==> src/rtl/button_conditioner.sv <==
// N-channel push-button front end: synchroniser, stable-count debouncer, rise/fall/press pulses.
// Define BUTTON_CONDITIONER_AUTO_REPEAT_EN to add hold-to-repeat press pulses.
module button_conditioner #(
   parameter int NUM_CH        = 5,
   parameter int SYNC_STAGES   = 2,
   parameter int STABLE_CYCLES = 4,
   parameter int REPEAT_DELAY  = 16,
   parameter int REPEAT_PERIOD = 8
) (
   input  logic              clk,
   input  logic              rst_n,
   input  logic [NUM_CH-1:0] btn_in,
   output logic [NUM_CH-1:0] level,
   output logic [NUM_CH-1:0] rise,
   output logic [NUM_CH-1:0] fall,
   output logic [NUM_CH-1:0] press
);

   localparam int               CNT_W    = $clog2(STABLE_CYCLES + 1);
   localparam logic [CNT_W-1:0] CNT_LAST = CNT_W'(STABLE_CYCLES - 1);

   if (NUM_CH < 1) begin : g_chk_num_ch
      $error("button_conditioner: NUM_CH must be >= 1");
   end
   if ((SYNC_STAGES < 2) || (SYNC_STAGES > 4)) begin : g_chk_sync
      $error("button_conditioner: SYNC_STAGES must be 2..4");
   end
   if (STABLE_CYCLES < 1) begin : g_chk_stable
      $error("button_conditioner: STABLE_CYCLES must be >= 1");
   end
   if ((REPEAT_DELAY < 2) || (REPEAT_PERIOD < 2)) begin : g_chk_repeat
      $error("button_conditioner: REPEAT_DELAY and REPEAT_PERIOD must be >= 2");
   end

`ifdef BUTTON_CONDITIONER_AUTO_REPEAT_EN
   localparam int               REP_MAX = (REPEAT_DELAY > REPEAT_PERIOD) ? REPEAT_DELAY : REPEAT_PERIOD;
   localparam int               REP_W   = $clog2(REP_MAX + 1);
   localparam logic [REP_W-1:0] REP_DLY = REP_W'(REPEAT_DELAY);
   localparam logic [REP_W-1:0] REP_PER = REP_W'(REPEAT_PERIOD);
`endif

   for (genvar ch = 0; ch < NUM_CH; ch++) begin : g_ch
      logic [SYNC_STAGES-1:0] r_sync;
      logic [CNT_W-1:0]       r_cnt;
      logic                   r_level;
      logic                   r_rise;
      logic                   r_fall;
      logic                   r_press;
      logic                   w_sync_out;
      logic [CNT_W-1:0]       w_cnt_nxt;
      logic                   w_level_nxt;
      logic                   w_rise_nxt;
      logic                   w_fall_nxt;
      logic                   w_press_nxt;

      assign w_sync_out = r_sync[SYNC_STAGES-1];

      // Input synchroniser shift chain
      always_ff @(posedge clk or negedge rst_n) begin
         if (!rst_n) begin
            r_sync <= '0;
         end else begin
            r_sync <= {r_sync[SYNC_STAGES-2:0], btn_in[ch]};
         end
      end

      // Debounce decision: level follows sync_out only after STABLE_CYCLES disagreeing cycles
      always_comb begin
         w_cnt_nxt   = '0;
         w_level_nxt = r_level;
         w_rise_nxt  = 1'b0;
         w_fall_nxt  = 1'b0;
         if (w_sync_out != r_level) begin
            if (r_cnt == CNT_LAST) begin
               w_level_nxt = w_sync_out;
               w_rise_nxt  = w_sync_out;
               w_fall_nxt  = ~w_sync_out;
            end else begin
               w_cnt_nxt = r_cnt + CNT_W'(1);
            end
         end else begin
            w_cnt_nxt = '0;
         end
      end

`ifdef BUTTON_CONDITIONER_AUTO_REPEAT_EN
      logic [REP_W-1:0] r_rep;
      logic             w_rep_hit;

      // r_rep counts down to the next repeat; it never sits at zero while the level is high
      assign w_rep_hit   = r_level & ~w_fall_nxt & (r_rep == REP_W'(1));
      assign w_press_nxt = w_rise_nxt | w_rep_hit;

      // Hold-to-repeat countdown, loaded on rise and reloaded on each repeat
      always_ff @(posedge clk or negedge rst_n) begin
         if (!rst_n) begin
            r_rep <= '0;
         end else if (w_rise_nxt) begin
            r_rep <= REP_DLY;
         end else if (!r_level || w_fall_nxt) begin
            r_rep <= '0;
         end else if (w_rep_hit) begin
            r_rep <= REP_PER;
         end else begin
            r_rep <= r_rep - REP_W'(1);
         end
      end
`else
      assign w_press_nxt = w_rise_nxt;
`endif

      // Debounce counter, level and pulse registers
      always_ff @(posedge clk or negedge rst_n) begin
         if (!rst_n) begin
            r_cnt   <= '0;
            r_level <= 1'b0;
            r_rise  <= 1'b0;
            r_fall  <= 1'b0;
            r_press <= 1'b0;
         end else begin
            r_cnt   <= w_cnt_nxt;
            r_level <= w_level_nxt;
            r_rise  <= w_rise_nxt;
            r_fall  <= w_fall_nxt;
            r_press <= w_press_nxt;
         end
      end

      assign level[ch] = r_level;
      assign rise[ch]  = r_rise;
      assign fall[ch]  = r_fall;
      assign press[ch] = r_press;
   end

endmodule

==> config.mk <==
export PLATFORM = sky130hd
export DESIGN_NAME = button_conditioner
export DESIGN_NICKNAME = d
export VERILOG_FILES = /design/src/rtl/button_conditioner.sv
export SDC_FILE = /design/constraint.sdc
export NUM_CORES = 1
export LEC_CHECK = 0
export ABC_AREA = 1
export CORE_UTILIZATION = 50
export CTS_CLUSTER_DIAMETER = 200
export DETAILED_ROUTE_END_ITERATION = 12
export PLACE_DENSITY = 0.76
export SLEW_MARGIN = 20
export SYNTH_ARGS = -nofsm -noshare
export SYNTH_HDL_FRONTEND = slang
export SYNTH_SLANG_ARGS = --single-unit
==> constraint.sdc <==
create_clock -name clk -period 1.1 [get_ports clk]
set_input_delay 0.22 -clock clk [delete_from_list [all_inputs] [get_ports clk]]
set_output_delay 0.22 -clock clk [all_outputs]
set_load 0.01 [all_outputs]
# Word level (Yosys, flattened, before mapping)
# Cells that the tools add are included.
# classes
n_addsub,5
eq_ne,10
muxes,30
bitwise,5
reduce_logical,5
# op_table
op,n
3-bit 2-to-1 mux,10
1-bit 2-to-1 mux,20
"3-bit by 1-bit adder with 3-bit output, second input constant",5
"3-bit by 2-bit equality test with 1-bit output, second input constant",5
2-bit AND reduction,5
1-bit != test,5
1-bit inverter,5
# word_totals
ff_bits,40
in_bits,7
out_inout_bits,20
elab_cells,80

# Depth between registers and ports, before layout
# Gate-level depths: netlist (run 1).
# logic_depth
depth_word,3
depth_mapped,4
mapped_depth_nobuf,4

# Worst setup path after synthesis (run 1)
# Ideal clock, no wire load.
# synth_path
kind,flip-flop to flip-flop
start,register g_ch[0].r_cnt[0]
end,register g_ch[0].r_cnt[0]
arrival_ps,815
t_required_ps,1029
path_slack_ps,214
path_stages_with_launch,5
n_path_buf,0
synth_period_minus_slack_ps,886
path_cell_list,dfrtp_1 > ha_1 > nand2_1 > nand2_1 > nor2_1
# synth_between
elab_chain_len,3
word_cells_on_any_way,4
cone_classes,add/sub: 1; eq/ne: 1; mux: 2
# synth_rtl
item,line,text
from (decl),44,logic [CNT_W-1:0] r_cnt;
from (signal assigned),121,r_cnt <= w_cnt_nxt;
3-bit by 1-bit adder with 3-bit output or 3-bit by 2-bit equality test with 1-bit output (tied branches),"79, 74",
3-bit 2-to-1 mux (*),74,if (r_cnt == CNT_LAST) begin
3-bit 2-to-1 mux (*),73,if (w_sync_out != r_level) begin
net g_ch[0].w_cnt_nxt[0],50,logic [CNT_W-1:0] w_cnt_nxt;
# Mark *: on every way through the listed nets, which the timed path passes. The rest lies on a longest branch.
# A chain may end at the register's enable or synchronous reset.

==> summary.txt, run 1 <==
Worst setup path
  – Critical Path Sink Type: primary output
  – Crit Path Max Fanout: 2
  – Endpoint of the most critical setup path: rise[1]
  – Count of cells along the worst register-to-register path: 4
  – Buf+Inv Stages, Crit Path: 1
  – Startpoint class of the critical path: flop
  – R2R Path Start: g_ch[3].r_cnt[0]$_DFF_PN0_
  – Arrival time reported for the critical path endpoint: around 0.89 ns
  – Cell with the largest stage delay on the worst path: sky130_fd_sc_hd__dfrtp_1
  – Crit-path max cell delay: 0.40 ns
  – Cell type group with the largest total delay on the critical path: flip-flops
  – FF-to-FF setup slack: 0.06 ns
  – Number of stages on the worst setup path: 1
  – Worst EP required: 0.88 ns
  – Critical path startpoint: g_ch[1].r_press$_DFF_PN0_
  – Worst setup path class: reg -> out
  – Cell chain of the critical path: buf_2
  – FF-to-FF End: g_ch[3].r_cnt[1]$_DFF_PN0_

Synth
  – Top cell types by occurrence after synthesis: sky130_fd_sc_hd__dfrtp_1, sky130_fd_sc_hd__nand2_1, sky130_fd_sc_hd__inv_1
  – Area fraction in compound gates after synthesis: 0
  – Synth Register Bits: 40
  – Post-synthesis area per instance: 9.78 um^2
  – Dominant combinational cell family by area after synthesis: simple AND/OR/NAND/NOR gates
  – Share of synthesized area spent on multiplexers: 0
  – Top cell type's share of synthesized area: 0.620
  – Number of warnings reported in the yosys synthesis log: 0
  – Dominant cell type by area after synthesis: sky130_fd_sc_hd__dfrtp_1
  – Synthesized-area fraction occupied by adder cells: 0.0388
  – Number of synthesized flops with an enable pin: 0
  – Syn Std Cell Area: 1610 um^2
  – Top flip-flop cell by instance count after synthesis: sky130_fd_sc_hd__dfrtp_1
  – Synth Instances: 165
  – Cell types occupying the most area after synthesis: sky130_fd_sc_hd__dfrtp_1, sky130_fd_sc_hd__buf_4, sky130_fd_sc_hd__nand2_1
  – XOR/XNOR share of the synthesized area: 0
  – FFs w/ async S/R, synth: 1.00
  – Synth cell types: 9
  – Mapped Nets: roughly 180
  – Post-synthesis share of cell area spent on and, or, nand and nor gates: 0.190
  – Sequential share of the synthesized area: 0.620

STA
  – Unrepaired setup endpoints after global routing: true
  – Final critical delay including setup and external delays: 1.11 ns
  – Period utilization: 1.01
  – Worst Setup Slack, final: -0.00693 ns
  – Max Transition Viols Final: 0
  – Worst-case headroom to the max-slew limit: 0.864
  – Max Freq: 903 MHz
  – Total of endpoints with negative setup slack in the final report: 2
  – Final Hold Fails: 0
  – Transition time of the tightest slew-check pin: 0.205 ns
  – Worst clock skew: 0.00447 ns

Placement
  – Post-placement worst setup slack: -0.0399 ns
  – Routability-driven placement congestion ratio: 0.725
  – Quantity of I/O buffers inserted on ports: 26
  – Detailed Place HPWL: 1710 um

Global routing
  – Initial antenna violation count: 0
  – Pin count of the biggest net entering global routing: 41
  – Wire length of the first global-routing pass: 4060 um
  – GRT Util Overall: 0.166
  – Total overflow reported by the global router: 0
  – Via count of the first global-routing pass: around 990

CTS
  – Clock tree root driver cell: sky130_fd_sc_hd__clkbuf_4
  – H-tree levels: 2
  – Clock slew seen by the registers of the worst setup and hold paths: 0.11 ns
  – Buffers from clock root to sink, at most: 2
  – Clock buffer count from CTS: 5
  – Clock insertion delay at the later pin of the skew report: 0.34 ns
  – Clk sinks: 40
  – TritonCTS clock tree: built

Drt
  – Drt via density: 4.56
  – Number of optimization iterations in the first detailed-route pass: 4
  – Violation count after the first detailed-route iteration: 47
  – Via Count: about 1,100
  – DRC: 0
  – ANT nets after route: 0
  – DRT Wirelength: 2370 um
  – Detail-routed net length per standard cell: 10.3 um

Power and ir drop
  – Pwr per Cell Area: 2160 nW/um^2
  – Leak: 1.02 nW
  – Maximum resistive drop on vdd: 1.14 mV

Final layout
  – Number of inserted diodes: 0
  – Syn-to-layout area delta: 13.3%
  – Share of layout cells above drive strength 1: 0.219
  – Core occupancy in the finished layout: 0.599
  – Net count of the finished layout: 198

Status
  – Status: finished, violations left
  – Violations in the final reports: setup timing

Floorplan
  – Total Die Area: 3460 um^2
  – Placeable Area: just over 3000 um^2
  – Rows: 20
  – Die H: 58.8 um
  – Starting density of the core: 0.529
  – I/O Pins: 27
  – Width of the die: 58.8 um

Hold path
  – Type of the tightest min-delay check: in -> reg

Run
  – Max-cap viol count: 0
## layer usage
metal / wire length (um) / GRT usage
met4: 45 / 0.0714
met3: 155 / 0.0725
met1: 950 / 0.181
met2: 1220 / 0.279
met5: 0 / 0
## metrics by stage
step | cells | setup TNS (ns) | cell area (um^2) | hold slack [ns] | total power [mW]
2_1_floorplan | 165 | 0 | 1610 | -0.0756 | 2.73
3_3_place_gp | 220 | -0.0208 | 1820 | 0.196 | 3.00
3_5_place_dp | 220 | -0.0420 | 1820 | 0.202 | 3.13
4_1_cts | 230 | -0.118 | 1820 | 0.287 | 3.97
5_1_grt | 231 | -0.769 | 1830 | 0.270 | 4.24
6_report | 231 | -0.0125 | 1830 | 0.300 | 3.95
## power breakdown
group          switching [mW]  total, mW  leakage [nW]  internal [mW]
logic                   0.651       1.16         0.457          0.505
clock network           0.451      0.927        0.0422          0.476
registers               0.126       1.87         0.517           1.74
## cells by family (layout without fill, tap and decap cells)
kind of cell | count (synthesis) | in the layout
and+or+nand+nor | 75 | 75
buffers and inverters | 45 | 67
DFF | 40 | 40
adders and majority gates | 5 | 5
## how the worst min path moves through the flow
stage                    from  slack, ns  depth (start not counted)                     endpoint
finish              btn_in[0]       0.30                          1  g_ch[0].r_sync[0]$_DFF_PN0_
global route        btn_in[0]       0.27                          1  g_ch[0].r_sync[0]$_DFF_PN0_
CTS                 btn_in[0]       0.29                          1  g_ch[0].r_sync[0]$_DFF_PN0_
detailed placement      rst_n       0.20                          2  g_ch[3].r_sync[0]$_DFF_PN0_
global placement        rst_n       0.20                          2  g_ch[1].r_sync[0]$_DFF_PN0_
floorplan               rst_n      -0.08                          0   g_ch[0].r_cnt[0]$_DFF_PN0_
## layout by cell type (no fill, tap or decap), drive strengths merged
cell           synthesis  final
dfrtp                 40     40
nor3                   5      5
clkdlybuf4s50          0      5
bufinv                 0      1
clkbuf                 0      6
ha                     5      5
nand3                  5      5
nor2                  20     20
nand2                 45     45
inv                   25     25
dlygate4sd3            0      1
clkinv                 0      1
buf                   20     28
## cell type report
class                   instances  area, um^2
fillers                       260        1220
flip-flops and latches         40        1000
multi-input cells              80         372
repair buffers                 34         230
inverters                      25        93.8
well taps                      44        55.1
clock buffers                   6        41.3
clock inverters                 2        35.0
## flip-flops by register name, indices dropped and copies added (netlist names)
signal,cells
g_ch.r_level,5
g_ch.r_cnt,15
g_ch.r_press,5
g_ch.r_fall,5
g_ch.r_sync,10
## repair_timing
| action | 4_1_cts | 5_1_grt |
|---|---|---|
| pin swaps | 0 | 0 |
| hold buffers | 1 | 0 |
| setup endpoints to repair | 20 | 21 |
| gates resized for setup | 80 | 1 |
| endpoints found under the hold margin | 40 | 0 |
| buffers inserted | 1 | 1 |
(Power assumes the default switching activity.)
==> inputs of run 2 (changes only) <==
--- a/config.mk
+++ b/config.mk
@@ -6,11 +6,12 @@
 export NUM_CORES = 1
 export LEC_CHECK = 0
 export ABC_AREA = 1
+export CORE_ASPECT_RATIO = 1.75
 export CORE_UTILIZATION = 50
-export CTS_CLUSTER_DIAMETER = 200
+export CTS_CLUSTER_DIAMETER = 40
 export DETAILED_ROUTE_END_ITERATION = 12
 export PLACE_DENSITY = 0.76
-export SLEW_MARGIN = 20
+export SLEW_MARGIN = 30
 export SYNTH_ARGS = -nofsm -noshare
 export SYNTH_HDL_FRONTEND = slang
 export SYNTH_SLANG_ARGS = --single-unit
==> summary.txt, run 2 (same netlist as run 1, synthesis figures left out) <==
Status
  – Status: finished, final reports clean

STA
  – Total of endpoints with negative setup slack in the final report: 0 (-2)
  – Max Freq: 974 MHz (+7.8%)
  – Max Transition Viols Final: 0 (unchanged)
  – Transition time of the tightest slew-check pin: 0.210 ns (+0.00494 ns)
  – Final Hold Fails: 0 (unchanged)
  – Worst-case headroom to the max-slew limit: 0.860 (-0.00329)
  – Final critical delay including setup and external delays: 1.03 ns (-0.0798 ns)
  – Total Negative Setup Slacks: 0 ns (+0.0125 ns)
  – Unrepaired setup endpoints after global routing: false
  – Worst clock skew: 0.00658 ns (+0.00211 ns)
  – Period utilization: 0.934 (-0.0726)

Drt
  – Uppermost layer routed: met4
  – Violation count after the first detailed-route iteration: 22 (-53%)
  – ANT nets after route: 0 (unchanged)
  – DRT Wirelength: 2410 um (+1.7%)
  – Sum of met3 wire segment lengths after detailed routing: 95 um (-39%)
  – Detail-routed net length per standard cell: 10.5 um (+2.6%)
  – DRC: 0 (unchanged)
  – Detail Route met2 WL: 1400 um (+15%)
  – Number of optimization iterations in the first detailed-route pass: 4 (unchanged)
  – M1 WL: 881 um (-7.3%)
  – Drt via density: 4.54 (-0.56%)
  – Via Count: 1,039 (-1.4%)

Placement
  – Routability-driven placement congestion ratio: 0.686 (-5.3%)
  – Placed Cells incl. Taps: 220 (unchanged)
  – Detailed Place HPWL: 1760 um (+2.6%)
  – Quantity of I/O buffers inserted on ports: 26 (unchanged)

Floorplan
  – Width of the die: 45.0 um (-24%)
  – Total Die Area: 3470 um^2 (+0.26%)
  – Rows: 27 (+35%)
  – Starting density of the core: 0.519 (-0.00936)
  – I/O Pins: 27 (unchanged)
  – Placeable Area: 3110 um^2 (+1.8%)
  – Die H: 77.2 um (+31%)

Worst setup path
  – Cell type group with the largest total delay on the critical path: flip-flops
  – FF-to-FF setup slack: 0.09 ns (+0.03 ns)
  – R2R Path Start: g_ch[3].r_cnt[0]$_DFF_PN0_
  – Crit-path max cell delay: 0.38 ns (-0.02 ns)
  – Critical Path Sink Type: primary output
  – Startpoint class of the critical path: flop
  – Count of cells along the worst register-to-register path: 4 (unchanged)
  – Crit Path Max Fanout: 2 (unchanged)
  – Cell chain of the critical path: buf_2
  – Worst setup path class: reg -> out
  – FF-to-FF End: g_ch[3].r_cnt[1]$_DFF_PN0_
  – Cell with the largest stage delay on the worst path: sky130_fd_sc_hd__dfrtp_1
  – Buf+Inv Stages, Crit Path: 1 (unchanged)
  – Worst EP required: 0.88 ns (about the same)
  – Arrival time reported for the critical path endpoint: 0.81 ns (-0.08 ns)

Final layout
  – Layout fillers: 278 (+6.9%)
  – Max reg flops: 15 (unchanged)
  – Post-layout instance count excluding filler cells: 229 (-0.87%)
  – Biggest regs: g_ch.r_cnt: 15 flops, g_ch.r_sync: 10 flops
  – Commonest cells after routing, fill and taps aside: sky130_fd_sc_hd__nand2_1, sky130_fd_sc_hd__dfrtp_1, sky130_fd_sc_hd__inv_1
  – Net count of the finished layout: 197 (-0.51%)
  – Number of inserted diodes: 0 (unchanged)
  – Most flop-heavy register: g_ch.r_cnt
  – Share of layout cells above drive strength 1: 0.215 (-0.00420)
  – Syn-to-layout area delta: 13.6%

Global routing
  – Wire length of the first global-routing pass: 4280 um (+5.4%)
  – Total overflow reported by the global router: 0 (unchanged)
  – Via count of the first global-routing pass: 1,076 (+8.6%)
  – GRT Util Overall: 0.171 (+0.00504)
  – Initial antenna violation count: 0 (unchanged)
  – Pin count of the biggest net entering global routing: 41 (unchanged)

Power and ir drop
  – Overall power after layout: 3.97 mW (+0.44%)
  – Pwr per Cell Area: 2160 nW/um^2 (+0.16%)
  – Maximum resistive drop on vdd: 1.22 mV (+6.6%)
  – Leak: 1.02 nW (+0.33%)

CTS
  – Clock insertion delay at the later pin of the skew report: 0.29 ns (-0.05 ns)
  – Clock slew seen by the registers of the worst setup and hold paths: 0.07 ns (-0.04 ns)
  – Setup Buffers After CTS: 0 (-1)
  – TritonCTS clock tree: built
  – Clock buffer count from CTS: 5 (unchanged)
  – Clock tree root driver cell: sky130_fd_sc_hd__clkbuf_8
  – Clk sinks: 40 (unchanged)
  – H-tree levels: 2 (unchanged)
  – Buffers from clock root to sink, at most: 2 (unchanged)

Hold path
  – Startpoint of the tightest hold check path: g_ch[1].r_sync[0]$_DFF_PN0_
  – Hold depth: 0 (-1)
  – Type of the tightest min-delay check: reg -> reg
  – Endpoint with the worst hold slack: g_ch[1].r_sync[1]$_DFF_PN0_

Run
  – Max-cap viol count: 0 (unchanged)
## run 2: power breakdown
part | leakage (nW) | total (mW) | switching [mW] | internal, mW
Sequential | 0.517 | 1.87 | 0.126 | 1.74
Clock | 0.0510 | 0.973 | 0.473 | 0.500
Combinational | 0.451 | 1.13 | 0.646 | 0.480
## run 2: stage by stage
step / instance area [um^2] / hold WS [ns] / setup WS [ns] / util
after floorplan: 1610 / -0.0756 / 0.214 / -
after global placement: 1830 / 0.197 / 0.0218 / 0.589
after detailed placement: 1830 / 0.203 / 0.00446 / 0.589
after CTS: 1840 / 0.353 / 0.00113 / 0.592
after global routing: 1830 / 0.351 / 0.0196 / 0.590
final: 1830 / 0.352 / 0.0729 / 0.590
## run 2: per-layer routing
metal / vias to the layer above / track usage
met3: 4 / 0.0494
li1: 516 / -
met4: 0 / 0.0909
met1: 496 / 0.167
met2: 23 / 0.300
met5: - / 0
## run 2: timing repair
action	4_1_cts	5_1_grt
setup endpoints to repair	20	1
hold buffers	1	0
endpoints found under the hold margin	40	0
gates resized for setup	79	1
## run 2: how the worst max path moves through the flow
stage / to / slack [ns] / cells after the start / from
after floorplan: g_ch[0].r_cnt[0]$_DFF_PN0_ / 0.21 / 4 / g_ch[0].r_cnt[0]$_DFF_PN0_
after global placement: level[3] / 0.02 / 1 / g_ch[3].r_level$_DFFE_PN0P_
after detailed placement: press[1] / 0.004 / 1 / g_ch[1].r_press$_DFF_PN0_
after CTS: fall[4] / 0.001 / 1 / g_ch[4].r_fall$_DFF_PN0_
after global routing: level[1] / 0.02 / 1 / g_ch[1].r_level$_DFFE_PN0P_
final: level[2] / 0.07 / 1 / g_ch[2].r_level$_DFFE_PN0P_
## run 2: final cells by class
cell class	instances	area (um^2)	share of cell area
flip-flops and latches	40	1000	0.546
multi-input cells	80	369	0.201
repair buffers	33	223	0.122
inverters	25	93.8	0.0512
clock buffers	6	82.6	0.0451
well taps	43	53.8	0.0294
clock inverters	2	10.0	0.00546
